File: config.mk
export PLATFORM = sky130hd
export DESIGN_NAME = count_direction_decoder
export DESIGN_NICKNAME = d
export VERILOG_FILES = /design/src/rtl/count_direction_decoder.sv
export SDC_FILE = /design/constraint.sdc
export NUM_CORES = 1
export LEC_CHECK = 0
export ABC_AREA = 1
export CORE_ASPECT_RATIO = 0.8
export CORE_MARGIN = 2
export CORE_UTILIZATION = 50
export CTS_CLUSTER_SIZE = 40
export DETAILED_ROUTE_END_ITERATION = 6
export PLACE_DENSITY = 0.75
export SLEW_MARGIN = 0
export SYNTH_ARGS = -nofsm -noshare
export SYNTH_HDL_FRONTEND = slang
export SYNTH_SLANG_ARGS = --single-unit
File: constraint.sdc
create_clock -name clk -period 3.14 [get_ports clk]
set_input_delay 0.471 -clock clk [delete_from_list [all_inputs] [get_ports clk]]
set_output_delay 0.471 -clock clk [all_outputs]
set_load 0.005 [all_outputs]
File: src/rtl/count_direction_decoder.sv
// Decodes direction, steps, jumps and stalls from a sampled 3-bit up/down counter,
// accumulating a wrapping signed position and a saturating jump-error count.
module count_direction_decoder #(
   parameter int POS_W     = 8,
   parameter int STALL_LIM = 4
) (
   input  logic             clk,
   input  logic             rst,
   input  logic             en,
   input  logic [2:0]       cnt_in,
   output logic             dir,
   output logic             step,
   output logic             dir_chg,
   output logic             jump_err,
   output logic             stall,
   output logic [POS_W-1:0] pos,
   output logic [3:0]       err_cnt,
   output logic [1:0]       state_dbg
);

   typedef enum logic [1:0] {
      ST_INIT  = 2'd0,
      ST_UP    = 2'd1,
      ST_DOWN  = 2'd2,
      ST_STALL = 2'd3
   } state_t;

   localparam logic [3:0] SAME_SAT  = 4'(STALL_LIM);
   localparam logic [3:0] SAME_TRIG = 4'(STALL_LIM - 1);

   state_t           state_q, state_d;
   logic [2:0]       prev_q, prev_d;
   logic [3:0]       same_q, same_d;
   logic             dir_q, dir_d;
   logic             step_q, step_d;
   logic             dir_chg_q, dir_chg_d;
   logic             jump_err_q, jump_err_d;
   logic             stall_q, stall_d;
   logic [POS_W-1:0] pos_q, pos_d;
   logic [3:0]       err_cnt_q, err_cnt_d;
   logic [2:0]       diff;

   always_comb begin
      state_d    = state_q;
      prev_d     = prev_q;
      same_d     = same_q;
      dir_d      = dir_q;
      step_d     = 1'b0;
      dir_chg_d  = 1'b0;
      jump_err_d = 1'b0;
      stall_d    = stall_q;
      pos_d      = pos_q;
      err_cnt_d  = err_cnt_q;
      diff       = cnt_in - prev_q;

      if (en) begin
         prev_d = cnt_in;
         if (state_q == ST_INIT) begin
            state_d = ST_UP;
         end else begin
            case (diff)
               3'd0: begin
                  if (same_q != SAME_SAT) same_d = same_q + 4'd1;
                  if (same_d >= SAME_TRIG) begin
                     state_d = ST_STALL;
                     stall_d = 1'b1;
                  end
               end
               3'd1: begin
                  pos_d     = pos_q + POS_W'(1);
                  dir_d     = 1'b1;
                  step_d    = 1'b1;
                  dir_chg_d = ~dir_q;
                  state_d   = ST_UP;
                  stall_d   = 1'b0;
                  same_d    = 4'd0;
               end
               3'd7: begin
                  pos_d     = pos_q - POS_W'(1);
                  dir_d     = 1'b0;
                  step_d    = 1'b1;
                  dir_chg_d = dir_q;
                  state_d   = ST_DOWN;
                  stall_d   = 1'b0;
                  same_d    = 4'd0;
               end
               default: begin
                  // A jump keeps direction; the state simply re-aligns with it.
                  jump_err_d = 1'b1;
                  if (err_cnt_q != 4'd15) err_cnt_d = err_cnt_q + 4'd1;
                  state_d    = dir_q ? ST_UP : ST_DOWN;
                  stall_d    = 1'b0;
                  same_d     = 4'd0;
               end
            endcase
         end
      end
   end

   always_ff @(posedge clk or negedge rst) begin
      if (!rst) begin
         state_q    <= ST_INIT;
         prev_q     <= 3'd0;
         same_q     <= 4'd0;
         dir_q      <= 1'b1;
         step_q     <= 1'b0;
         dir_chg_q  <= 1'b0;
         jump_err_q <= 1'b0;
         stall_q    <= 1'b0;
         pos_q      <= '0;
         err_cnt_q  <= 4'd0;
      end else begin
         state_q    <= state_d;
         prev_q     <= prev_d;
         same_q     <= same_d;
         dir_q      <= dir_d;
         step_q     <= step_d;
         dir_chg_q  <= dir_chg_d;
         jump_err_q <= jump_err_d;
         stall_q    <= stall_d;
         pos_q      <= pos_d;
         err_cnt_q  <= err_cnt_d;
      end
   end

   assign dir       = dir_q;
   assign step      = step_q;
   assign dir_chg   = dir_chg_q;
   assign jump_err  = jump_err_q;
   assign stall     = stall_q;
   assign pos       = pos_q;
   assign err_cnt   = err_cnt_q;
   assign state_dbg = state_q;

endmodule

# Word level (Yosys, flattened, before mapping)
# Index checks and enable logic that the tools add are counted.
totals:
  regBits: 26
  in_bits: 6
  output_inout_bits: 19
  word_cells: 57
classes:
  add_sub_neg: 5
  n_lt_le_gt_ge: 1
  eq_ne: 6
  muxes: 22
  n_bitwise: 3
  n_reduce_logical: 10
ops:
  columns: ["operator", "count"]
  rows:
  - ["two-way mux 4 bit", 5]
  - ["case mux 8 bit (2 select lines)", 1]
  - ["two-way mux 1 bit", 10]
  - ["adder 4 x 1 -> 4 bit (second input constant)", 2]
  - ["adder 8 x 1 -> 8 bit (second input constant)", 1]
  - ["subtractor 8 x 1 -> 8 bit (second input constant)", 1]
  - ["two-way mux 2 bit", 3]
  - ["case mux 2 bit (3 select lines)", 1]
  - ["AND reduction 3 bit", 2]
  - [">= comparator 4 x 2 -> 1 bit (second input constant)", 1]
  - ["!= test 4 x 3 -> 1 bit (second input constant)", 1]
  - ["!= test 4 bit (second input constant)", 1]
  - ["case mux 1 bit (2 select lines)", 2]
  - ["AND reduction 2 bit", 2]
  - ["AND reduction 4 bit", 1]
  - ["equality test 3 x 1 -> 1 bit (second input constant)", 1]
  - ["equality test 3 bit (second input constant)", 1]
  - ["logical NOT 3 bit", 1]
  - ["!= test 3 bit (second input constant)", 1]
  - ["NOT 1 bit", 3]
  - ["OR reduction 3 bit", 1]
  - ["subtractor 3 bit", 1]
  - ["logical NOT 2 bit", 1]
  - ["!= test 2 bit (second input constant)", 1]
  - ["2 further kinds", 2]

# Depth between registers and ports, before layout
logic_depth:
  ltp_word: 9
  mapped_depth: 19
  mapped_depth_nobuf: 19

# Least setup slack after synthesis
# No wires, ideal clock.
synth_timing:
  path_type: "input-to-reg"
  from: "in cnt_in[0]"
  to: "reg pos_q[6] (netlist: pos[6])"
  setup_time_ns: 0.117
  arrival_ns: 2.315
  required_time_ns: 3.023
  slack_ns: 0.707
  path_stages: 16
  n_path_buf: 0
  cell_sequence: "inv_1 ha_1 fa_1 nor2_4 nand3_4 nand2_1 nand2_1 inv_1 ha_1 inv_1 nand2_1 nand4_1 nand2_1 nand2_1 nand3_1 nand2_1"
synth_between:
  elab_chain_cells: 4
  elab_cells_between_ends: 6
  cone_classes: "1 x add/sub; 2 x eq/ne; 1 x mux; 2 x reduce/logical"
synth_rtl:
  columns: ["element", "line", "text"]
  rows:
  - ["start: declaration", "10", "input logic [2:0] cnt_in,"]
  - ["subtractor 3 bit (*)", "54", "diff = cnt_in - prev_q;"]
  - ["equality test 3 bit / equality test 3 x 1 -> 1 bit (equally long branches)", "61", "case (diff)"]
  - ["nonzero test 2 bit (no line)", null, null]
  - ["AND reduction 3 bit (no line)", null, null]
  - ["end signal: assignment", "121", "pos_q <= pos_d;"]
  - ["end: declaration", "39", "logic [POS_W-1:0] pos_q, pos_d;"]
# Every way passes the cells marked *; elsewhere a longest branch is shown, timed or not.
# A chain may end at the register's enable or synchronous reset.

# Worst setup path after layout
layout_timing:
  from: "in cnt_in[0]"
  to: "reg pos_q[4] (netlist: pos[4])"
# The elaborated chain is that of the path after synthesis.

==> impl.org <==
** Synth
- The average instance in the mapped netlist occupies 8.00 um^2.
- Biggest area contributors in the synthesized netlist :: sky130_fd_sc_hd__dfrtp_1 39%, sky130_fd_sc_hd__nand2_1 13%, sky130_fd_sc_hd__nand3_1 6.6%
- Summed over all instances, the cell type with the most area after synthesis is sky130_fd_sc_hd__dfrtp_1.
- Seq cells post-synth :: 26
- After synthesis the cells add up to 1590 um^2.
- Unique cell type count in the Yosys netlist :: 30
- The number of nets in the synthesized netlist is 212.
- Yosys printed 0 warnings.
- The share of synthesized area in the top cell type comes to 39.3%.
- Gate count after technology mapping :: 199
- Proportion of synthesized chip area in sequential cells :: 40.9%

** Timing
- The number of hold violations in the final report came to 0.
- Setup slack closes at 354 ps.
- Setup TNS :: 0 ps
- Maximum clock frequency :: 0.359 GHz
- Minimum clock period after layout :: 2790 ps
- Final Hold Slack :: 484 ps
- Tightest slew margin relative to the limit :: 59.1%
- Fin. max-slew vios :: 0
- Post-route fraction of the period consumed by the critical path :: 88.7%
- Setup violations remaining at the end of the flow were counted as 0.
- Setup repair after global routing left no endpoint under its margin.
- Slew at the pin closest to its max-slew limit :: 611 ps
- Post-Route Skew :: 6.14 ps

** Clock tree
- Number of post-CTS setup repair buffers :: 0
- In this run the deepest clock path goes through 2 buffers.
- Inserted Clock Buffers :: 3
- Cells resized by post-CTS repair :: 0
- For this design, the CTS-stage hold fixing added 0 buffers.
- TritonCTS built the clock tree.
- After clock tree synthesis, the clock-pin slew on the worst setup and hold paths is 90 ps.
- For the worst-skew pair, the clock arrives at the later sink with an insertion delay of 280 ps.
- CTS built an H-tree with a depth of 1.
- The tree built by TritonCTS fans out to 26 sinks.
- Clock root buffer master :: sky130_fd_sc_hd__clkbuf_8

** Route
- Iter 0 DRT Violations :: 36
- The detail route stage leaves a number of antenna-violating nets equal to 0.
- The routed layout has 1,368 vias.
- Wire length the detailed router placed on met1 :: 1.76 mm
- For this run, the detailed router's first-pass iteration total came to 4.
- Routed len/inst :: 12.2 um
- In the routed design, unresolved DRC markers number 0.
- After detailed routing, the number of vias per cell comes to 5.09.
- Signal routing reaches up to met4.
- Wire segments on met3 add up to 121 um in the final route.
- The final layout contains routed wiring with a total length of 3.29 mm.
- Detail Route met2 WL :: 1.39 mm

** Layout
- After the last flow step, the layout net total stands at 243.
- The area growth from synthesis to layout is 24.0%.
- Count of inserted antenna diode cells :: 0
- Fraction of final layout cells sized beyond drive strength 1 :: 14.0%

** Setup path
- STA classifies the critical path endpoint as a register.
- STA classifies the critical path startpoint as a primary input.
- CP arrival :: 3010 ps
- Launch point of the worst reg-to-reg path :: prev_q[0]$_DFFE_PN0P_
- Reg-to-reg setup timing slack :: 680 ps
- For the worst flop-to-flop path, the logic depth is 17.
- CP Class :: in -> reg
- STA puts the critical path data required time at 3360 ps.
- Max FO, Critical Path :: 10
- The endpoint identified for the worst register-to-register timing path is pos[4]$_DFFE_PN0P_.

** Floorplanning
- The die covers 3660 um^2.
- The die is 67.1 um wide.
- Die Ht :: 54.5 um
- 25 I/O pins were placed.
- For this configuration, the core starts out at a cell density of 52.0%.
- Number of rows in the core area :: 18
- Area inside the core boundary :: 3060 um^2

** Placed design
- Total half-perimeter wirelength after legalization and detailed placement :: 2.45 mm
- Port bufs :: 24
- The congestion estimate from routability-driven global placement came to 0.863.
- Placement Setup Slack :: 87.8 ps

** Worst hold path
- The path with the worst hold slack has its endpoint at stall$_DFFE_PN0P_.
- In this run the worst hold path is classified as reg -> reg.
- Hold Crit Depth :: 2
- In this run the most critical hold path is launched from stall$_DFFE_PN0P_.

** Global route
- Entering global routing, the biggest net connects 16 pins.
- Wire length of the first global-routing pass :: 5.59 mm
- Overflow left after global routing :: 0
- Global routing used 20.9% of the available tracks across all layers.
- Initial antenna violation count :: 0
- Via count of the first global-routing pass :: 1,205

** Run
- Across the run, the number of max-cap violations was 0.

** Power
- Worst-case vdd ir drop :: 0.000476 V
- Power density of the placed cells :: 822 nW/um^2
- Summed over all cells, the static leakage comes to 0.00100 uW.

** Run status
- The run finished with clean final reports.
-- cells in the mapped netlist --
cell / n
sky130_fd_sc_hd__nand3b_1: 1
sky130_fd_sc_hd__o21bai_2: 1
sky130_fd_sc_hd__ha_1: 6
sky130_fd_sc_hd__nand2_2: 5
sky130_fd_sc_hd__buf_2: 1
sky130_fd_sc_hd__a22o_1: 1
sky130_fd_sc_hd__mux2_1: 1
sky130_fd_sc_hd__a21oi_2: 1
sky130_fd_sc_hd__inv_2: 6
sky130_fd_sc_hd__o21ai_0: 7
sky130_fd_sc_hd__inv_1: 22
sky130_fd_sc_hd__dfrtp_1: 25
sky130_fd_sc_hd__nand2_1: 56
sky130_fd_sc_hd__clkbuf_1: 1
sky130_fd_sc_hd__nor2_1: 7
sky130_fd_sc_hd__a21oi_1: 7
sky130_fd_sc_hd__nand4_1: 1
sky130_fd_sc_hd__fa_1: 1
sky130_fd_sc_hd__dfstp_2: 1
sky130_fd_sc_hd__o21ai_1: 5
sky130_fd_sc_hd__o211a_1: 1
sky130_fd_sc_hd__nand3_2: 4
sky130_fd_sc_hd__nor2_2: 2
sky130_fd_sc_hd__nand2_4: 1
sky130_fd_sc_hd__xnor2_1: 4
sky130_fd_sc_hd__nand3_4: 1
sky130_fd_sc_hd__xor2_1: 5
sky130_fd_sc_hd__nand3_1: 21
sky130_fd_sc_hd__nor2_4: 2
sky130_fd_sc_hd__o41ai_1: 2
-- area by class of cell --
| cell class | instances | area (um^2) |
|---|---|---|
| fillers | 278 | 1090 |
| multi-input cells | 143 | 827 |
| flip-flops and latches | 26 | 652 |
| repair buffers | 28 | 270 |
| inverters | 28 | 105 |
| well taps | 40 | 50.0 |
| clock buffers | 3 | 41.3 |
| clock inverters | 1 | 30.0 |
-- cells by family (layout without fill, tap and decap cells) --
group	Yosys count	in the layout	share of synthesized area, %
flip-flops	26	26	40.9
XOR/XNOR	9	9	4.95
AND/OR/NAND/NOR	101	101	30.8
adder cells (fa/ha/maj)	7	7	5.97
multiplexers	1	1	0.707
AO/OA/AOI/OAI	25	25	9.50
buffers and inverters	30	60	7.15
-- stage by stage --
stage	instances	power (uW)	util (%)	cell area, um^2
after CTS	269	1640	64.5	1980
after global routing	269	1770	64.5	1980
after floorplan	199	1020	-	1590
after detailed placement	265	1350	62.2	1900
final	269	1620	64.5	1980
after global placement	265	1340	62.2	1900
-- how the worst max path moves through the flow --
stage / start / cells past startpoint / endpoint
after floorplan: cnt_in[0] / 16 / pos[6]$_DFFE_PN0P_
after global placement: cnt_in[0] / 19 / pos[4]$_DFFE_PN0P_
after detailed placement: cnt_in[0] / 19 / pos[4]$_DFFE_PN0P_
after CTS: cnt_in[0] / 19 / pos[4]$_DFFE_PN0P_
after global routing: cnt_in[0] / 19 / pos[6]$_DFFE_PN0P_
final: cnt_in[0] / 19 / pos[4]$_DFFE_PN0P_
-- worst max-delay path: stages --
cell and delay [ps]:
sky130_fd_sc_hd__clkdlybuf4s50_1 470, sky130_fd_sc_hd__inv_1 50, sky130_fd_sc_hd__ha_1 200, sky130_fd_sc_hd__fa_1 440, sky130_fd_sc_hd__inv_2 100, sky130_fd_sc_hd__nand2_1 60
sky130_fd_sc_hd__nand2_1 80, sky130_fd_sc_hd__nand2_2 60, sky130_fd_sc_hd__nand3_4 130, sky130_fd_sc_hd__nand2_1 90, sky130_fd_sc_hd__nand2_1 60, sky130_fd_sc_hd__inv_1 40
sky130_fd_sc_hd__ha_1 160, sky130_fd_sc_hd__inv_1 50, sky130_fd_sc_hd__nand2_1 90, sky130_fd_sc_hd__a21oi_2 160, sky130_fd_sc_hd__xor2_1 150, sky130_fd_sc_hd__nand2_1 90
sky130_fd_sc_hd__nand2_1 70
-- cells in the final DEF (no fill, tap or decap), types with 2 or more instances in the layout --
cell,instances
sky130_fd_sc_hd__a21oi_1,7
sky130_fd_sc_hd__buf_4,4
sky130_fd_sc_hd__clkbuf_8,3
sky130_fd_sc_hd__clkdlybuf4s50_1,24
sky130_fd_sc_hd__dfrtp_1,25
sky130_fd_sc_hd__ha_1,6
sky130_fd_sc_hd__inv_1,22
sky130_fd_sc_hd__inv_2,6
sky130_fd_sc_hd__nand2_1,56
sky130_fd_sc_hd__nand2_2,5
sky130_fd_sc_hd__nand3_1,21
sky130_fd_sc_hd__nand3_2,4
sky130_fd_sc_hd__nor2_1,7
sky130_fd_sc_hd__nor2_2,2
sky130_fd_sc_hd__nor2_4,2
sky130_fd_sc_hd__o21ai_0,7
sky130_fd_sc_hd__o21ai_1,5
sky130_fd_sc_hd__o41ai_1,2
sky130_fd_sc_hd__xnor2_1,4
sky130_fd_sc_hd__xor2_1,5
-- sequential cells by signal, summed over array words and instances, names as in the netlist --
name / cells
dir_chg: 1
dir: 1
same_q: 4
pos: 8
step: 1
state_dbg: 2
prev_q: 3
err_cnt: 4
jump_err: 1
stall: 1
-- power breakdown --
part	leakage, uW	switching [uW]	internal [uW]
logic	0.000642	364	385
clock network	0.0000357	108	171
registers	0.000324	138	458
total	0.00100	610	1010
-- layer usage --
layer / vias to the layer above / track usage [%]
met1: 642 / 30.6
met5: - / 0
li1: 697 / -
met4: 0 / 4.08
met3: 4 / 4.94
met2: 25 / 31.7
Note: power is estimated with default switching activity, not from simulation.
==> RTL change (same settings) <==
The parameter `POS_W` goes from 8 to 12.
--- a/src/rtl/count_direction_decoder.sv
+++ b/src/rtl/count_direction_decoder.sv
@@ -2,5 +2,5 @@
 // accumulating a wrapping signed position and a saturating jump-error count.
 module count_direction_decoder #(
-   parameter int POS_W     = 8,
+   parameter int POS_W     = 12,
    parameter int STALL_LIM = 4
 ) (
Ports: changed (resized pos); port bits go from 25 to 29. No check against the original RTL was run, so the function may have changed too.
==> RTL change against the unedited design <==
Fmax shrank 7.8%; count of clock-buffer cells in the layout grew 4; combinational power grew 87%; area after synthesis grew 31%; cell area grew 48%; setup slack lost 0.23 ns; sequential cell count grew 4; power grew 49%; wire length grew 52%; critical path type unchanged.
==> RTL change: results (changes against the unedited design) <==
CP max stage delay=0.41 ns (-0.06 ns); maximum clock frequency=331 MHz (-7.8%); largest net degree at the start of global routing=31 (+15); HPWL Detailed=3.47 mm (+42%); vias in the first global route=1794 (+49%); Compound-Gate Fraction of Synth Area=0.0890 (-0.00606); final wirelength=4.99 mm (+52%); CLK BUF=7 (+4); run status=finished clean; Critical Path Fanout Max=7 (-3); detailed-route via count=1922 (+40%); Port Buffers=28 (+17%); max reg flops=12 (+4); CTS buffer count=5 (+2); # nets final=346 (+42%); Cell variety after synth=33 (+10%); number of non-clock buffers in the layout=56 (+100%); clk sinks=30 (+15%); Inst Count DP=369 (+39%); synth cell count leaders=nand2_1 (72), dfrtp_1 (29), inv_1 (28); Worst-Margin Slew=0.373 ns (-0.238 ns); Top Family by Delay on Critical Path=buffers and inverters; placed inst area=0.00261 mm2 (+37%); comb_multi_in=199 (+39%); CTS clk-pin slew, worst paths=0.07 ns (-0.02 ns); synthesized cell area=0.00208 mm2 (+31%); total number of H-tree levels=2 (+1); mux share of post-synthesis cell area=0 (-0.00707); share of cells above drive strength 1=0.275 (+0.135); Post-Route Utilization=0.748 (+0.103); Hold WS=0.513 ns (+0.0291 ns); adder-cell area share of the yosys netlist=0.109 (+0.0497); syn nets=284 (+34%); critical path endpoint=pos[6]; Inverters, non-clock=31 (+11%)
==> RTL change: cell count changes in the layout (fill, tap and decap cells not counted), sizes merged, moves of 3 or more <==
cell	before	now
clkdlybuf4s50	24	28
clkbuf	3	7
o21ai	12	19
dfrtp	25	29
nand2	62	80
nor2	11	25
nand3b	1	5
ha	6	15
buf	4	28
clkinv	0	3
==> RTL change: metal layers <==
metal  vias up  global-route usage  share of wire
met5         -                   0              0
met4         0              0.0909          0.017
met3         9              0.0448          0.047
met2        46               0.367           0.46
met1       901               0.281           0.47
li1        966                   -              -
==> RTL change: power by group <==
| part | switching, mW | internal (mW) | leakage, nW |
|---|---|---|---|
| Sequential | 0.166 | 0.538 | 0.381 |
| Clock | 0.146 | 0.176 | 0.0482 |
| Combinational | 0.652 | 0.748 | 0.960 |
| Total | 0.963 | 1.46 | 1.39 |
==> RTL change: timing repair <==
item / CTS / global route
pin swaps: 0 / 11
setup buffers: 0 / 2
resized for setup: 2 / 37
endpoints found under the setup margin: 2 / 9
